**config.mk**
```make
export PLATFORM = sky130hd
export DESIGN_NAME = prbs_predictor
export DESIGN_NICKNAME = d
export VERILOG_FILES = /design/src/rtl/prbs_pkg.sv /design/src/rtl/prbs_predictor.sv
export SDC_FILE = /design/constraint.sdc
export NUM_CORES = 1
export LEC_CHECK = 0
export ABC_CLOCK_PERIOD_IN_PS = 3100
export CAP_MARGIN = 0
export CELL_PAD_IN_SITES_DETAIL_PLACEMENT = 1
export CELL_PAD_IN_SITES_GLOBAL_PLACEMENT = 2
export CORE_AREA = 2 2 39 41
export CTS_CLUSTER_SIZE = 10
export DETAILED_ROUTE_END_ITERATION = 12
export DIE_AREA = 0 0 41 43
export GPL_TIMING_DRIVEN = 0
export HOLD_SLACK_MARGIN = 0.1
export PLACE_DENSITY = 0.65
export SLEW_MARGIN = 20
export SYNTH_ARGS = -nofsm -noshare
export SYNTH_HDL_FRONTEND = slang
export SYNTH_SLANG_ARGS = --single-unit
```
**constraint.sdc**
```tcl
create_clock -name clk -period 3.1 [get_ports clk]
set_input_delay 0.93 -clock clk [delete_from_list [all_inputs] [get_ports clk]]
set_output_delay 0.93 -clock clk [all_outputs]
set_load 0.02 [all_outputs]
```
**src/rtl/prbs_pkg.sv**
```systemverilog
`default_nettype none
// ============================================================================
// Module  : prbs_pkg
// Brief   : Shared PRBS types and generator-matched default recurrence taps.
// Revision: 1.0
// ============================================================================
package prbs_pkg;

    typedef enum logic [1:0] {
        FILL   = 2'd0,
        VERIFY = 2'd1,
        LOCKED = 2'd2
    } state_e;

    // Serial output of the 5-bit generator, including its registered feedback stage
    localparam int c_prbs_len = 6;
    localparam int c_prbs_tap = 4;

endpackage
`default_nettype wire

```
**src/rtl/prbs_predictor.sv**
```systemverilog
`default_nettype none
// ============================================================================
// Module  : prbs_predictor
// Brief   : History shift register, next-bit prediction and all-zero detect.
// Revision: 1.0
// ============================================================================
module prbs_predictor
    import prbs_pkg::*;
#(
    parameter int LEN = c_prbs_len,
    parameter int TAP = c_prbs_tap
) (
    input  logic clk,
    input  logic reset,
    input  logic i_shift,
    input  logic i_use_pred,
    input  logic i_bit,
    output logic o_pred,
    output logic o_next_zero
);

    logic [LEN-1:0] hist_q;
    logic [LEN-1:0] hist_d;
    logic           w_src;

    assign o_pred = hist_q[LEN-1] ^ hist_q[TAP-1];

    always_comb begin
        w_src  = i_use_pred ? o_pred : i_bit;
        hist_d = hist_q;
        if (i_shift) begin
            hist_d = {hist_q[LEN-2:0], w_src};
        end
    end

    // Evaluated on the post-shift value so VERIFY can reject a dead sequence
    assign o_next_zero = (hist_d == '0);

    always_ff @(posedge clk) begin
        if (!reset) begin
            hist_q <= '0;
        end else begin
            hist_q <= hist_d;
        end
    end

endmodule
`default_nettype wire

```
### Yosys cells after proc, flatten, opt, wreduce, memory -nomap -nowiden

Index checks and enable logic that the tools add are counted.

| word-level totals | value |
|---|---|
| register bits | 6 |
| input port bits | 5 |
| output and inout bits | 2 |
| logic and storage cells | 5 |

| operators by class | value |
|---|---|
| multiplexer cells | 2 |
| bitwise logic cells | 1 |
| reduce and logical (&&, ||, !) cells | 1 |

Operator list:

| cell | count |
|---|---|
| $logic_not A6 Y1 | 1 |
| $mux W6 | 1 |
| $mux W1 | 1 |
| $xor A1 B1 Y1 | 1 |

### Longest topological paths before layout

| depth | value |
|---|---|
| depth after elaboration | 4 |
| gate-level depth with buffers | 4 |
| depth with buffers taken out | 3 |

### Least setup slack after synthesis

OpenSTA, ideal clock, no wires.

| timing | value |
|---|---|
| path kind | in2out |
| start point | input i_shift |
| end point | output o_next_zero |
| arrival | 1,740 ps |
| required time | 2,170 ps |
| setup slack | 430 ps |
| stages | 4 |
| path buffers | 1 |
| path through | buf_2 -> o21ai_0 -> a21oi_1 -> nor4_2 |

| between the ends | value |
|---|---|
| word-level cells in the longest chain between the ends | 2 |

Ends and longest elaborated chain:

| element | RTL line | source |
|---|---|---|
| start, declared | prbs_predictor.sv:15 | `input logic i_shift,` |
| $mux W6 | prbs_predictor.sv:31 | `if (i_shift) begin` |
| $logic_not A6 Y1 | prbs_predictor.sv:37 | `assign o_next_zero = (hist_d == '0);` |
| end, declared | prbs_predictor.sv:19 | `output logic o_next_zero` |

No other way between the ends.

### Worst setup path in the final report

| timing | value |
|---|---|
| start point | input i_use_pred |
| end point | output o_next_zero |

| between the ends | value |
|---|---|
| word-level cells in the longest chain between the ends | 3 |

Ends and longest elaborated chain:

| element | RTL line | source |
|---|---|---|
| start, declared | prbs_predictor.sv:16 | `input logic i_use_pred,` |
| $mux W1 | prbs_predictor.sv:29 | `w_src = i_use_pred ? o_pred : i_bit;` |
| $mux W6 | prbs_predictor.sv:31 |  |
| $logic_not A6 Y1 | prbs_predictor.sv:37 |  |

No other way between the ends.

==> impl_metrics.json <==
{
  "wl_per_cell_um": 9.76,
  "detail_routed_via_count_per_cell": 4.20,
  "placed_wire_length_estimate_after_detailed_placement_um": 406,
  "biggest_regs": "hist_q: 6 flops",
  "final_nets": 41,
  "layout.cells.most_common_list": "sky130_fd_sc_hd__nor2b_1 (7), sky130_fd_sc_hd__dfxtp_1 (6), sky130_fd_sc_hd__mux2i_1 (4), sky130_fd_sc_hd__clkdlybuf4s50_1 (4), sky130_fd_sc_hd__clkbuf_4 (3)",
  "top_register": "hist_q",
  "place_worst_setup_slack_ns": -0.322,
  "grt_pass1_vias": 210,
  "layout_min_cycle_time_ns": 2.98,
  "all_layer_gr_usage_pct": 7.35,
  "clk_path_buf_depth": 2,
  "outcome": "finished, final reports clean",
  "worstPathArrival_ns": 2.05,
  "fillers": 172,
  "core_area_um2": 1380,
  "cts_buffers": 3,
  "drt_iter0_drc": 0,
  "clock.fmax_mhz": 336,
  "setup.worst_path.start_class": "input pin",
  "gpl_congestion": 0.625,
  "drc": 0,
  "synthCells": 26,
  "hold_viol": 0,
  "synth-compound-area-share_pct": 8.41,
  "place.port_buffers": 5,
  "rsz0062_at_grt": "false",
  "slew_violations": 0,
  "firstDrtPassIters": 1,
  "worst_setup_hold_path_clk_slew_ns": 0.04,
  "syn-num-nets": 31,
  "largest_register_ff_count": 6,
  "data_required_critical_path_ns": 2.17,
  "floorplan.die_area_um2": 1760,
  "die-width_um": 41,
  "portion_of_netlist_area_occupied_by_mux_cells_pct": 15.0,
  "grt_pass1_wl_um": 779,
  "hold_path.class": "flop to flop",
  "yosys.area_share.xor_xnor_pct": 3.27,
  "ys_seq_area_share_pct": 44.9,
  "ctsHtreeMaxLevel": 1,
  "clockRootBuffer": "sky130_fd_sc_hd__clkbuf_4",
  "antenna_found_initial": 0,
  "post_synth_and_or_nand_nor_area_fraction_pct": 25.2,
  "final_cells": 50,
  "path_class": "input pin to output port",
  "timing.max_slew.rel_slack_pct": 84.2,
  "timing.clock.skew_ns": 0.00184,
  "syn_area_per_cell_um2": 10.3,
  "post_route_cells_drive_above_1_share_pct": 20.6,
  "floorplan.die.height_um": 43,
  "maximum_ir_drop_on_the_vdd_rail_mv": 0.129,
  "place_inst": 47,
  "std_cell_rows": 14,
  "fin_crit_sh_pct": 96.0,
  "synthToLayoutAreaGrowth_pct": 32.7,
  "synth_adder_area_share_pct": 0,
  "pin_count_of_the_biggest_net_entering_global_routing": 9,
  "worstSetupEndpointType": "output port",
  "max_cap_viol_count": 0,
  "combinational_family_with_the_most_area_after_synthesis": "simple AND/OR/NAND/NOR gates",
  "cts_hold_buf": 0,
  "tritoncts_clock_tree": "built",
  "netlist_area_um2": 268,
  "finalWirelength_um": 488,
  "worst_slew_pin_slew_ns": 0.238,
  "postSynthRegisterBits": 6,
  "ant_cells": 0,
  "ant_nets": 0,
  "final-setup-viol-count": 0,
  "r2r_slack_ns": 2.14,
  "setup_slack_ns": 0.125,
  "power.density_nw_per_um2": 466,
  "crit_path_max_fanout": 2,
  "library_cells_used_by_synthesis": 11,
  "clk-insertion-delay-late_ns": 0.24,
  "clkSinkCount": 6,
  "vias": 210,
  "synth-warning-count": 0,
  "grt.overflow.total": 0,
  "floorplan.initialDensity_pct": 19.3,
  "power.static_leakage_nw": 0.142,
  "pin_count": 7,
  "layout_commonest_cell": "sky130_fd_sc_hd__nor2b_1"
}
## logic make-up (layout without fill, tap and decap cells)
group,Yosys count,in the layout
and+or+nand+nor,9,9
muxes,4,4
xor gates and xnor gates,1,1
buffers and inverters,2,10
AOI/OAI and AO/OA,4,4
DFF,6,6
## critical path, cell delays in order
cell and delay, ns:
sky130_fd_sc_hd__clkdlybuf4s50_1 0.42, sky130_fd_sc_hd__o21ai_0 0.17, sky130_fd_sc_hd__a21oi_1 0.09, sky130_fd_sc_hd__nor4_2 0.23, sky130_fd_sc_hd__buf_2 0.20
## layer usage
metal | track usage (%) | share of wire, % | routed length, um
met5 | 0 | 0 | 0
met4 | 8.00 | 0 | 0
met3 | 4.71 | 8.0 | 39
met2 | 10.0 | 50 | 245
met1 | 6.49 | 41 | 202
## final timing paths
check              from  cells past startpoint           to
max          i_use_pred                      5  o_next_zero
min           hist_q[1]                      2    hist_q[1]
max reg2reg   hist_q[3]                      3    hist_q[0]
min reg2reg   hist_q[1]                      2    hist_q[1]
## power by group
part           switching [mW]  internal [mW]
clock                  0.0245         0.0435
sequential           0.000978         0.0788
combinational         0.00783         0.0101
total                  0.0333          0.132
## timing repair
action                     CTS  global route
gates resized for setup      4             1
setup buffers                0             0
setup endpoints to repair    1             1
## synthesized netlist by cell type
master	count	area (um^2)
sky130_fd_sc_hd__nor2b_1	7	43.8
sky130_fd_sc_hd__a21oi_1	2	10.0
sky130_fd_sc_hd__xnor2_1	1	8.76
sky130_fd_sc_hd__o21ai_0	1	5.00
sky130_fd_sc_hd__o21a_1	1	7.51
sky130_fd_sc_hd__buf_2	1	5.00
sky130_fd_sc_hd__dfxtp_1	6	120
sky130_fd_sc_hd__or4_4	1	11.3
sky130_fd_sc_hd__nor4_2	1	12.5
sky130_fd_sc_hd__mux2i_1	4	40.0
sky130_fd_sc_hd__inv_1	1	3.75
## cell type report
class                      count  area, um^2  area share (%)
buffer                         1        5.00            1.41
clock buffer                   3        22.5            6.34
inverter                       1        3.75            1.06
multi-input combinational     18         139            39.1
sequential                     6         120            33.8
tap                           16        20.0            5.63
timing repair buffer           5        45.0            12.7
## per-stage QoR
| stage | hold slack [ns] | setup TNS (ns) | cell area, um^2 | utilization (%) | power (mW) |
|---|---|---|---|---|---|
| after global routing | 0.573 | 0 | 355 | 25.7 | 0.178 |
| after detailed placement | 0.538 | -0.322 | 338 | 24.4 | 0.101 |
| after floorplan | 0.503 | 0 | 268 | - | 0.0919 |
| final | 0.537 | 0 | 355 | 25.7 | 0.166 |
| after global placement | 0.531 | -0.286 | 338 | 24.4 | 0.100 |
| after CTS | 0.546 | 0 | 362 | 26.1 | 0.172 |
No activity file was read; power rests on OpenSTA's default activity.
